### src/rtl/instr_prefetch_pkg.sv
// instr_prefetch_pkg: shared definitions for the instruction prefetcher.
//   RESET_PC_DEFAULT : first fetch address after reset
//   INST_W / ADDR_W  : instruction word and byte-address widths
//   prefetch_state_e : prefetcher FSM states
package instr_prefetch_pkg;

  localparam logic [31:0] RESET_PC_DEFAULT = 32'h0000_2000;
  localparam int unsigned INST_W = 32;
  localparam int unsigned ADDR_W = 32;

  // RUN   : requests may issue under the credit rule
  // FLUSH : waiting for responses of requests orphaned by a redirect
  typedef enum logic {
    RUN   = 1'b0,
    FLUSH = 1'b1
  } prefetch_state_e;

endpackage

### src/rtl/instr_prefetch_if.sv
// instr_prefetch_if: bus bundle around the prefetcher.
//   mem_req_*   : fetch request to instruction memory
//   mem_rsp_*   : in-order responses, one per accepted request
//   inst_*      : head instruction towards decode
//   redirect_*  : control-flow redirect from the control stage
// Handshake semantics: a transfer happens in a cycle where valid && ready are
// both high at posedge clk. Once valid is raised, valid and the payload hold
// until the transfer (the only exception is mem_req_* across a redirect).
// mem_rsp_valid has no ready; the prefetcher always sinks responses.
interface instr_prefetch_if;
  import instr_prefetch_pkg::*;

  logic              mem_req_valid;
  logic              mem_req_ready;
  logic [ADDR_W-1:0] mem_req_addr;
  logic              mem_rsp_valid;
  logic [INST_W-1:0] mem_rsp_data;
  logic              inst_valid;
  logic              inst_ready;
  logic [INST_W-1:0] inst_data;
  logic [ADDR_W-1:0] inst_pc;
  logic              redirect_valid;
  logic [ADDR_W-1:0] redirect_pc;

  // master: the prefetcher
  modport master (
    output mem_req_valid, mem_req_addr, inst_valid, inst_data, inst_pc,
    input  mem_req_ready, mem_rsp_valid, mem_rsp_data, inst_ready,
           redirect_valid, redirect_pc
  );

  // slave: memory + decode/control environment
  modport slave (
    input  mem_req_valid, mem_req_addr, inst_valid, inst_data, inst_pc,
    output mem_req_ready, mem_rsp_valid, mem_rsp_data, inst_ready,
           redirect_valid, redirect_pc
  );

endinterface

### src/rtl/instr_prefetch_inst_fifo.sv
// inst_fifo: instruction queue storing {pc, data} entries.
//   clk, reset : clock, synchronous active-high reset
//   flush      : empties the queue; wins over a same-cycle push/pop
//   push       : write push_data at the tail (allowed when full only with pop)
//   pop        : drop the head entry
//   head_data  : head entry, zero while empty
//   count      : occupancy, 0..DEPTH
module inst_fifo #(
  parameter int unsigned DEPTH = 4,
  parameter int unsigned W     = 64
) (
  input  logic                       clk,
  input  logic                       reset,
  input  logic                       flush,
  input  logic                       push,
  input  logic [W-1:0]               push_data,
  input  logic                       pop,
  output logic [W-1:0]               head_data,
  output logic [$clog2(DEPTH):0]     count
);

  localparam int unsigned AW = $clog2(DEPTH);

  logic [W-1:0]  mem [DEPTH];
  logic [AW-1:0] wr_ptr;
  logic [AW-1:0] rd_ptr;

  // Pointers wrap naturally because DEPTH is a power of two.
  always_ff @(posedge clk) begin
    if (reset || flush) begin
      wr_ptr <= '0;
      rd_ptr <= '0;
      count  <= '0;
    end else begin
      if (push) wr_ptr <= wr_ptr + 1'b1;
      if (pop)  rd_ptr <= rd_ptr + 1'b1;
      count <= count + {{AW{1'b0}}, push} - {{AW{1'b0}}, pop};
    end
  end

  // Storage carries no reset; stale words are masked by count.
  always_ff @(posedge clk) begin
    if (push && !flush) mem[wr_ptr] <= push_data;
  end

  assign head_data = (count != '0) ? mem[rd_ptr] : '0;

endmodule

### src/rtl/instr_prefetch.sv
// instr_prefetch: sequential instruction prefetcher with redirect support.
//   clk, reset  : clock, synchronous active-high reset
//   bus         : instr_prefetch_if.master (memory request/response, decode
//                 handshake, redirect)
//   state       : FSM state (RUN / FLUSH)
//   occupancy   : entries held in the instruction queue
//   outstanding : accepted requests whose response will be kept
//   drop_cnt    : accepted requests whose response will be discarded
module instr_prefetch
  import instr_prefetch_pkg::*;
#(
  parameter int unsigned DEPTH    = 4,
  parameter logic [31:0] RESET_PC = RESET_PC_DEFAULT
) (
  input  logic                   clk,
  input  logic                   reset,
  instr_prefetch_if.master       bus,
  output prefetch_state_e        state,
  output logic [$clog2(DEPTH):0] occupancy,
  output logic [$clog2(DEPTH):0] outstanding,
  output logic [$clog2(DEPTH):0] drop_cnt
);

  localparam int unsigned CW = $clog2(DEPTH) + 1;
  localparam logic [CW:0] DEPTH_W = (CW+1)'(DEPTH);

  logic [ADDR_W-1:0]        fetch_pc, fetch_pc_n;
  logic [ADDR_W-1:0]        rsp_pc, rsp_pc_n;
  logic [CW-1:0]            occ_n, outs_n, drop_n;
  prefetch_state_e          state_n;
  logic                     req_valid_n;
  logic                     accept, rsp_drop, rsp_live;
  logic                     push, pop, flush;
  logic [ADDR_W+INST_W-1:0] head;
  logic                     unused_pc_lsb;

  always_comb begin
    accept   = bus.mem_req_valid && bus.mem_req_ready;
    // Responses are in order, so orphaned ones always arrive first.
    rsp_drop = bus.mem_rsp_valid && (drop_cnt != '0);
    rsp_live = bus.mem_rsp_valid && (drop_cnt == '0) && (outstanding != '0);
    flush    = bus.redirect_valid;
    // A redirect discards the same-cycle response and hides the popped head.
    push     = rsp_live && !flush;
    pop      = bus.inst_valid && bus.inst_ready && !flush;
    occ_n    = flush ? '0 : occupancy + CW'(push) - CW'(pop);

    if (flush) begin
      // Everything still in flight after this cycle becomes a drop.
      drop_n     = drop_cnt - CW'(rsp_drop) + outstanding + CW'(accept) - CW'(rsp_live);
      outs_n     = '0;
      fetch_pc_n = {bus.redirect_pc[ADDR_W-1:2], 2'b00};
      rsp_pc_n   = fetch_pc_n;
    end else begin
      drop_n     = drop_cnt - CW'(rsp_drop);
      outs_n     = outstanding + CW'(accept) - CW'(rsp_live);
      fetch_pc_n = accept ? fetch_pc + 32'd4 : fetch_pc;
      rsp_pc_n   = rsp_live ? rsp_pc + 32'd4 : rsp_pc;
    end

    state_n = (drop_n != '0) ? FLUSH : RUN;
    // Credit rule evaluated on next-cycle counts so the request is registered.
    req_valid_n = (state_n == RUN) && (({1'b0, occ_n} + {1'b0, outs_n}) < DEPTH_W);
  end

  always_ff @(posedge clk) begin
    if (reset) begin
      state             <= RUN;
      fetch_pc          <= RESET_PC;
      rsp_pc            <= RESET_PC;
      outstanding       <= '0;
      drop_cnt          <= '0;
      bus.mem_req_valid <= 1'b0;
      bus.mem_req_addr  <= '0;
    end else begin
      state             <= state_n;
      fetch_pc          <= fetch_pc_n;
      rsp_pc            <= rsp_pc_n;
      outstanding       <= outs_n;
      drop_cnt          <= drop_n;
      bus.mem_req_valid <= req_valid_n;
      bus.mem_req_addr  <= fetch_pc_n;
    end
  end

  inst_fifo #(
    .DEPTH (DEPTH),
    .W     (ADDR_W + INST_W)
  ) u_fifo (
    .clk       (clk),
    .reset     (reset),
    .flush     (flush),
    .push      (push),
    .push_data ({rsp_pc, bus.mem_rsp_data}),
    .pop       (pop),
    .head_data (head),
    .count     (occupancy)
  );

  assign bus.inst_valid = (occupancy != '0);
  assign bus.inst_pc    = head[ADDR_W+INST_W-1:INST_W];
  assign bus.inst_data  = head[INST_W-1:0];
  assign unused_pc_lsb  = ^bus.redirect_pc[1:0];

`ifndef SYNTHESIS
  // A response with nothing in flight is a memory protocol error.
  rsp_without_request: assert property (@(posedge clk) disable iff (reset)
    !(bus.mem_rsp_valid && (outstanding == '0) && (drop_cnt == '0)));
`endif

endmodule
### src/flat_wrapper.sv
// flat-port wrapper written by rule: the top's interface ports become plain ports
module instr_prefetch_flat import instr_prefetch_pkg::*;
#(
  parameter int unsigned DEPTH    = 4,
  parameter logic [31:0] RESET_PC = RESET_PC_DEFAULT
)
  (clk, reset, state, occupancy, outstanding, drop_cnt, bus_mem_req_valid, bus_mem_req_addr, bus_inst_valid, bus_inst_data, bus_inst_pc, bus_mem_req_ready, bus_mem_rsp_valid, bus_mem_rsp_data, bus_inst_ready, bus_redirect_valid, bus_redirect_pc);
  instr_prefetch_if bus_i ();
  input  logic clk;
  input  logic reset;
  output prefetch_state_e state;
  output logic [$clog2(DEPTH):0] occupancy;
  output logic [$clog2(DEPTH):0] outstanding;
  output logic [$clog2(DEPTH):0] drop_cnt;
  output wire logic [$bits(bus_i.mem_req_valid)-1:0] bus_mem_req_valid;
  output wire logic [$bits(bus_i.mem_req_addr)-1:0] bus_mem_req_addr;
  output wire logic [$bits(bus_i.inst_valid)-1:0] bus_inst_valid;
  output wire logic [$bits(bus_i.inst_data)-1:0] bus_inst_data;
  output wire logic [$bits(bus_i.inst_pc)-1:0] bus_inst_pc;
  input wire logic [$bits(bus_i.mem_req_ready)-1:0] bus_mem_req_ready;
  input wire logic [$bits(bus_i.mem_rsp_valid)-1:0] bus_mem_rsp_valid;
  input wire logic [$bits(bus_i.mem_rsp_data)-1:0] bus_mem_rsp_data;
  input wire logic [$bits(bus_i.inst_ready)-1:0] bus_inst_ready;
  input wire logic [$bits(bus_i.redirect_valid)-1:0] bus_redirect_valid;
  input wire logic [$bits(bus_i.redirect_pc)-1:0] bus_redirect_pc;
  assign bus_mem_req_valid = bus_i.mem_req_valid;
  assign bus_mem_req_addr = bus_i.mem_req_addr;
  assign bus_inst_valid = bus_i.inst_valid;
  assign bus_inst_data = bus_i.inst_data;
  assign bus_inst_pc = bus_i.inst_pc;
  assign bus_i.mem_req_ready = bus_mem_req_ready;
  assign bus_i.mem_rsp_valid = bus_mem_rsp_valid;
  assign bus_i.mem_rsp_data = bus_mem_rsp_data;
  assign bus_i.inst_ready = bus_inst_ready;
  assign bus_i.redirect_valid = bus_redirect_valid;
  assign bus_i.redirect_pc = bus_redirect_pc;
  instr_prefetch #(.DEPTH(DEPTH), .RESET_PC(RESET_PC)) u_core (.clk(clk), .reset(reset), .bus(bus_i), .state(state), .occupancy(occupancy), .outstanding(outstanding), .drop_cnt(drop_cnt));
endmodule
### config.mk
export PLATFORM = sky130hd
export DESIGN_NAME = instr_prefetch_flat
export DESIGN_NICKNAME = d
export VERILOG_FILES = /design/src/rtl/instr_prefetch_pkg.sv /design/src/rtl/instr_prefetch_if.sv /design/src/rtl/instr_prefetch_inst_fifo.sv /design/src/rtl/instr_prefetch.sv /design/src/flat_wrapper.sv
export SDC_FILE = /design/constraint.sdc
export NUM_CORES = 1
export LEC_CHECK = 0
export ABC_AREA = 1
export CAP_MARGIN = 20
export CELL_PAD_IN_SITES_DETAIL_PLACEMENT = 0
export CELL_PAD_IN_SITES_GLOBAL_PLACEMENT = 2
export CORE_MARGIN = 2
export CORE_UTILIZATION = 38
export CTS_CLUSTER_SIZE = 25
export DETAILED_ROUTE_END_ITERATION = 8
export PLACE_DENSITY = 0.86
export SLEW_MARGIN = 20
export SYNTH_ARGS = -nofsm -noshare
export SYNTH_HDL_FRONTEND = slang
export SYNTH_SLANG_ARGS = --single-unit
### constraint.sdc
create_clock -name clk -period 8 [get_ports clk]
set_clock_uncertainty 0.05 [all_clocks]
set_input_delay 1.6 -clock clk [delete_from_list [all_inputs] [get_ports clk]]
set_output_delay 1.6 -clock clk [all_outputs]
set_load 0.03 [all_outputs]
==> metrics.cfg, run 1 <==
[floorplanning]
rows=72
fp.dieH_microns=203
die_width_microns=203
ios=178
start_util_pct=38.7
core-area_sq_um=38800
design.die.area_sq_um=41200

[sta]
hold_viol_final=0
setup_viol=0
min_period_ns=5.27
finalCritPeriodShare_pct=65.9
rsz0062_at_grt=false
worst_pin_slew_ns=1.08
fin_ws_ns=2.73
drv_slew=0
setup_tns_ns=0
relSlewSlack_pct=28.1
max_freq_mhz=190
holdWs_ns=0.422

[route]
routed.top_layer=met4
first_pass_iters=5
dr_wl_met2_microns=18700
wl_met1_microns=18300
viasPerCell=4.91
totalWireLength_microns=39700
wire_per_inst_microns=17.5
drtIter0Drc=578
vias=11134
wl_met3_microns=1790
drtAntennaViolNets=0
drc=0

[clock_network]
clk_pin_slew_ns=0.05
cts_tree=built
clock-sinks=326
cts.htree.levels=2
post_cts_buffers=0
clockBufferDepth=3
clk-insertion-delay-late_ns=0.51
cts_made_buffers=37
hold_buffers=0
ctsResizeCount=0
cts-root-buf=clkbuf_16

[power]
fin_total_pwr_w=0.00385
leakage_nw=6.38
peakVddDrop_uv=130
powerDensity_nw_per_um2=212

[global_routing]
grt_start_max_net_pins=95
grt_usage_pct=19.2
antenna_found_initial=0
grt_pass1_vias=11027
grt-ovfl-total=0
grt_pass1_wl_microns=61400

[yosys]
synth_enable_flop_cells=248
synth.most_common_cell=nor2_1
yosys.area.top_type=edfxtp_1
synth_ff_type=edfxtp_1
synth_seq_cells=326
synth_area_sq_um=15000
yosysWarningCount=0
netlist.area_leader.share_pct=49.5
syn_area_per_cell_sq_um=9.41
synth_area_leaders=edfxtp_1 (50%), dfxtp_1 (10%), nor2_1 (8.9%), o21ai_0 (5.8%), nand2_1 (5.7%)
ys_types=38
yosys-top-cells-count=nor2_1 (357), edfxtp_1 (248), nand2_1 (227)
ys_seq_area_share_pct=59.9
postSynth.asyncResetShare_pct=0
syn-instance-count=1597

[finish]
multi_input_area_sq_um=5090
area_growth_syn_to_layout_pct=20.6
drive_gt1_share_pct=7.09
fillers=3702
fin_nets=1809
register_area_sq_um=9010
diodes=0

[placement]
place_congestion=0.825
port_buffers=171
dp_hpwl_microns=24500
pre_cts_ws_ns=2.29

[setup_path]
critPathCaptureType=primary output
start_kind=register
worstPathRequired_ns=6.35
crit_path_max_fanout=63
cp.arrival_ns=3.62
crit_type=register to primary output

[run_status]
status=finished, final reports clean

[flow_run]
drv_cap=0

[hold_path]
hold_class=register to register

final timing paths:
path	from	endpoint	slack, ns	cells after the start
worst min-delay path	u_core.u_fifo.rd_ptr[1]	register	0.42	2
worst max register to register	u_core.drop_cnt[0]	u_core.bus.mem_req_valid	4.04	17
worst min register to register	u_core.u_fifo.rd_ptr[1]	register	0.42	2
worst max-delay path	register	bus_inst_data[16]	2.73	7
cells in the final DEF (no fill, tap or decap), types with 6 or more instances in the layout:
cell / n
a21oi_1: 115
a31oi_1: 11
buf_4: 11
clkbuf_1: 8
clkbuf_16: 37
clkdlybuf4s50_1: 169
clkinv_1: 6
dfxtp_1: 76
edfxtp_1: 248
ha_1: 14
inv_1: 103
inv_2: 9
nand2_1: 227
nand2_2: 9
nand3_1: 63
nor2_1: 352
nor2_2: 14
nor2_4: 11
o21ai_0: 175
o21ai_1: 10
o21bai_1: 6
xor2_1: 15
critical path: stages (launching register included):
cell and delay (ns):
dfxtp_2 0.31, buf_4 0.68, inv_2 0.44, buf_4 0.43, nor2_1 0.18, o21ai_0 0.11, a21oi_1 0.19, clkdlybuf4s50_1 0.71
per-layer routing:
metal | GRT usage, % | vias to the layer above
met5 | 0 | -
met2 | 32.4 | 274
met3 | 2.65 | 54
met4 | 4.85 | 0
li1 | - | 5571
met1 | 26.2 | 5235
logic make-up (layout without fill, tap and decap cells):
| kind of cell | count (synthesis) | count (layout) | share of synthesized area [%] |
|---|---|---|---|
| buffers and inverters | 212 | 360 | 6.54 |
| adder cells (fa/ha/maj) | 18 | 18 | 1.70 |
| AO/OA/AOI/OAI | 322 | 322 | 11.0 |
| flip-flops | 326 | 326 | 59.9 |
| XOR/XNOR | 19 | 19 | 1.11 |
| other | 1 | 4 | 0.0249 |
| AND/OR/NAND/NOR | 699 | 699 | 19.7 |
registers in the layout, summed over array words and instances (netlist names), named ones only:
| name | flops |
|---|---|
| u_core.bus.mem_req_valid | 1 |
| u_core.state | 1 |
| u_core.outstanding | 3 |
| u_core.rsp_pc | 30 |
| u_core.fetch_pc | 30 |
| u_core.u_fifo.count | 3 |
| u_core.bus.mem_req_addr | 1 |
| u_core.u_fifo.wr_ptr | 2 |
| u_core.u_fifo.rd_ptr | 2 |
| u_core.drop_cnt | 3 |
| u_core.u_fifo.mem | 248 |
per-stage QoR:
step	utilization [%]	cell area, sq um	std cells
final	46.7	18100	2266
after global routing	46.7	18100	2266
after CTS	46.7	18100	2266
after detailed placement	43.7	17000	2200
after global placement	43.7	17000	2200
after floorplan	-	15000	1600
final cells by class:
cell class                      instances  share of cell area, %
Inverter                              112                   2.32
Clock buffer                           45                   5.27
Timing Repair Buffer                  182                   9.84
Multi-Input combinational cell       1062                   28.1
Sequential cell                       326                   49.7
Tap cell                              518                   3.57
Clock inverter                         21                   1.23
report_power, final:
| part | switching (W) | internal (W) | leakage (nW) |
|---|---|---|---|
| Sequential | 0.0000445 | 0.00185 | 2.89 |
| Combinational | 0.000183 | 0.000121 | 2.93 |
| Clock | 0.000665 | 0.000984 | 0.561 |
No activity file was read; power rests on OpenSTA's default activity.
==> run 2: changes to the inputs <==
Settings changed: CORE_UTILIZATION 38 to 35, PLACE_DENSITY 0.86 to 0.81.
Clock period 8 ns to 5.1 ns, I/O delays scaled along.
==> metrics.cfg, run 2 (synthesis results as in run 1) <==
[route]
totalWireLength_microns=40700
wire_per_inst_microns=17.7
drc=0
viasPerCell=4.87
drtAntennaViolNets=0
first_pass_iters=6
drtIter0Drc=610
vias=11185

[clock_network]
cts_tree=built
cts_made_buffers=38
post_cts_buffers=0
clock-sinks=326
ctsResizeCount=0
clockBufferDepth=3
clk_pin_slew_ns=0.05
hold_buffers=0
clk-insertion-delay-late_ns=0.53
cts-root-buf=clkbuf_16
cts.htree.levels=2

[global_routing]
grt_usage_pct=18.2
grt_pass1_wl_microns=62500
grt-ovfl-total=0
grt_start_max_net_pins=69
grt_pass1_vias=11015
antenna_found_initial=1

[sta]
min_period_ns=4.15
setup_viol=0
holdWs_ns=0.414
finalCritPeriodShare_pct=81.4
relSlewSlack_pct=32.5
rsz0062_at_grt=false
max_freq_mhz=241
setup_tns_ns=0
hold_viol_final=0
drv_slew=0
worst_pin_slew_ns=1.01

[power]
pwr-share-comb_pct=7.8
power_switching_w=0.00140
power.share.clock_pct=43.6
powerDensity_nw_per_um2=334
seqPwrFrac_pct=48.7
power.share.switching_pct=22.8
leakage_nw=6.46
peakVddDrop_uv=196
cellInternalPower_w=0.00472

[hold_path]
hold_depth=2
hold_class=register to register
hold_start=u_core.u_fifo.rd_ptr[1]

[finish]
layout_commonest_cell=nor2_1
register_area_sq_um=9010
top_regs=u_core.u_fifo.mem: 248 flops, u_core.fetch_pc: 30 flops, u_core.rsp_pc: 30 flops
multi_input_area_sq_um=5090
final_cell_mix=nor2_1 (352), edfxtp_1 (248), nand2_1 (227)
final_area_sq_um=18300
regMostFlops=u_core.u_fifo.mem
fin_nets=1817
diodes=0
area_growth_syn_to_layout_pct=21.7
largest_register_ffs=248
fillers=4067
drive_gt1_share_pct=7.57

[setup_path]
reg2reg_depth=16
critPathCaptureType=primary output
r2r_setup_slack_ns=1.82
crit_type=register to primary output
crit_path_max_fanout=45
worstPathRequired_ns=4.03
start_kind=register
worst_r2r_endpoint=u_core.bus.mem_req_valid
cp.arrival_ns=3.08
r2r_start=u_core.outstanding[1]

[floorplanning]
start_util_pct=35.7
core-area_sq_um=42100
fp.dieH_microns=211
die_width_microns=211
rows=75
ios=178
design.die.area_sq_um=44600

[placement]
place_congestion=0.814
dp_hpwl_microns=26100
place_area_sq_um=17100
port_buffers=171

[run_status]
status=finished, final reports clean

[flow_run]
drv_cap=0

## run 2: changes by cell type in the layout (fill, tap and decap cells not counted), sizes merged
cell      previous run  this run
clkinv              11        12
inv                114       112
buf                 13        20
clkbuf              45        51
clkinvlp             4         1
## run 2: critical path, cell delays in order, from the launching register on
cell	delay (ns)
dfxtp_2	0.33
clkinv_2	0.65
buf_4	0.46
nor2_1	0.10
o21ai_0	0.08
a21oi_1	0.22
clkdlybuf4s50_1	0.71
## run 2: area by class of cell
class	instances	area share, %
Clock buffer	51	5.63
Clock inverter	17	1.07
Inverter	112	2.30
Multi-Input combinational cell	1062	27.8
Sequential cell	326	49.2
Tap cell	539	3.68
Timing Repair Buffer	189	10.2
## run 2: how the worst max path moves through the flow
| stage | from | to | slack [ns] | cells past startpoint |
|---|---|---|---|---|
| after floorplan | bus_mem_rsp_valid | u_core.u_fifo.mem[0][0] | 0.40 | 6 |
| after global placement | bus_mem_rsp_valid | u_core.bus.mem_req_valid | 0.77 | 17 |
| after detailed placement | bus_mem_rsp_valid | u_core.bus.mem_req_valid | 0.73 | 17 |
| after CTS | register | bus_inst_pc[22] | 0.86 | 6 |
| after global routing | register | bus_inst_pc[22] | 0.70 | 6 |
| final | register | bus_inst_pc[22] | 0.95 | 6 |
## run 2: routing by layer
metal  share of wire [%]  up-vias  track usage [%]
met5               0.022        -                0
met4                 2.0        2             4.61
met3                 4.8       66             3.33
met2                  47      248             30.4
met1                  46     5275             24.5
li1                    -     5594                -
## run 2: power by group through the flow
stage | combinational [W] | sequential (W) | clock (W)
after floorplan | 0.000287 | 0.00303 | 0
after global placement | 0.000472 | 0.00303 | 0
after detailed placement | 0.000478 | 0.00303 | 0
after CTS | 0.000482 | 0.00298 | 0.00273
after global routing | 0.000528 | 0.00298 | 0.00285
final | 0.000475 | 0.00298 | 0.00266
## run 2: through the flow
step / power, W / utilization, % / instances / worst slack, ns
floorplan: 0.00332 / - / 1600 / 0.399
finish: 0.00611 / 43.4 / 2296 / 0.951
detailed placement: 0.00351 / 40.5 / 2228 / 0.734
global placement: 0.00350 / 40.5 / 2228 / 0.768
CTS: 0.00619 / 43.4 / 2296 / 0.860
global route: 0.00636 / 43.4 / 2296 / 0.704
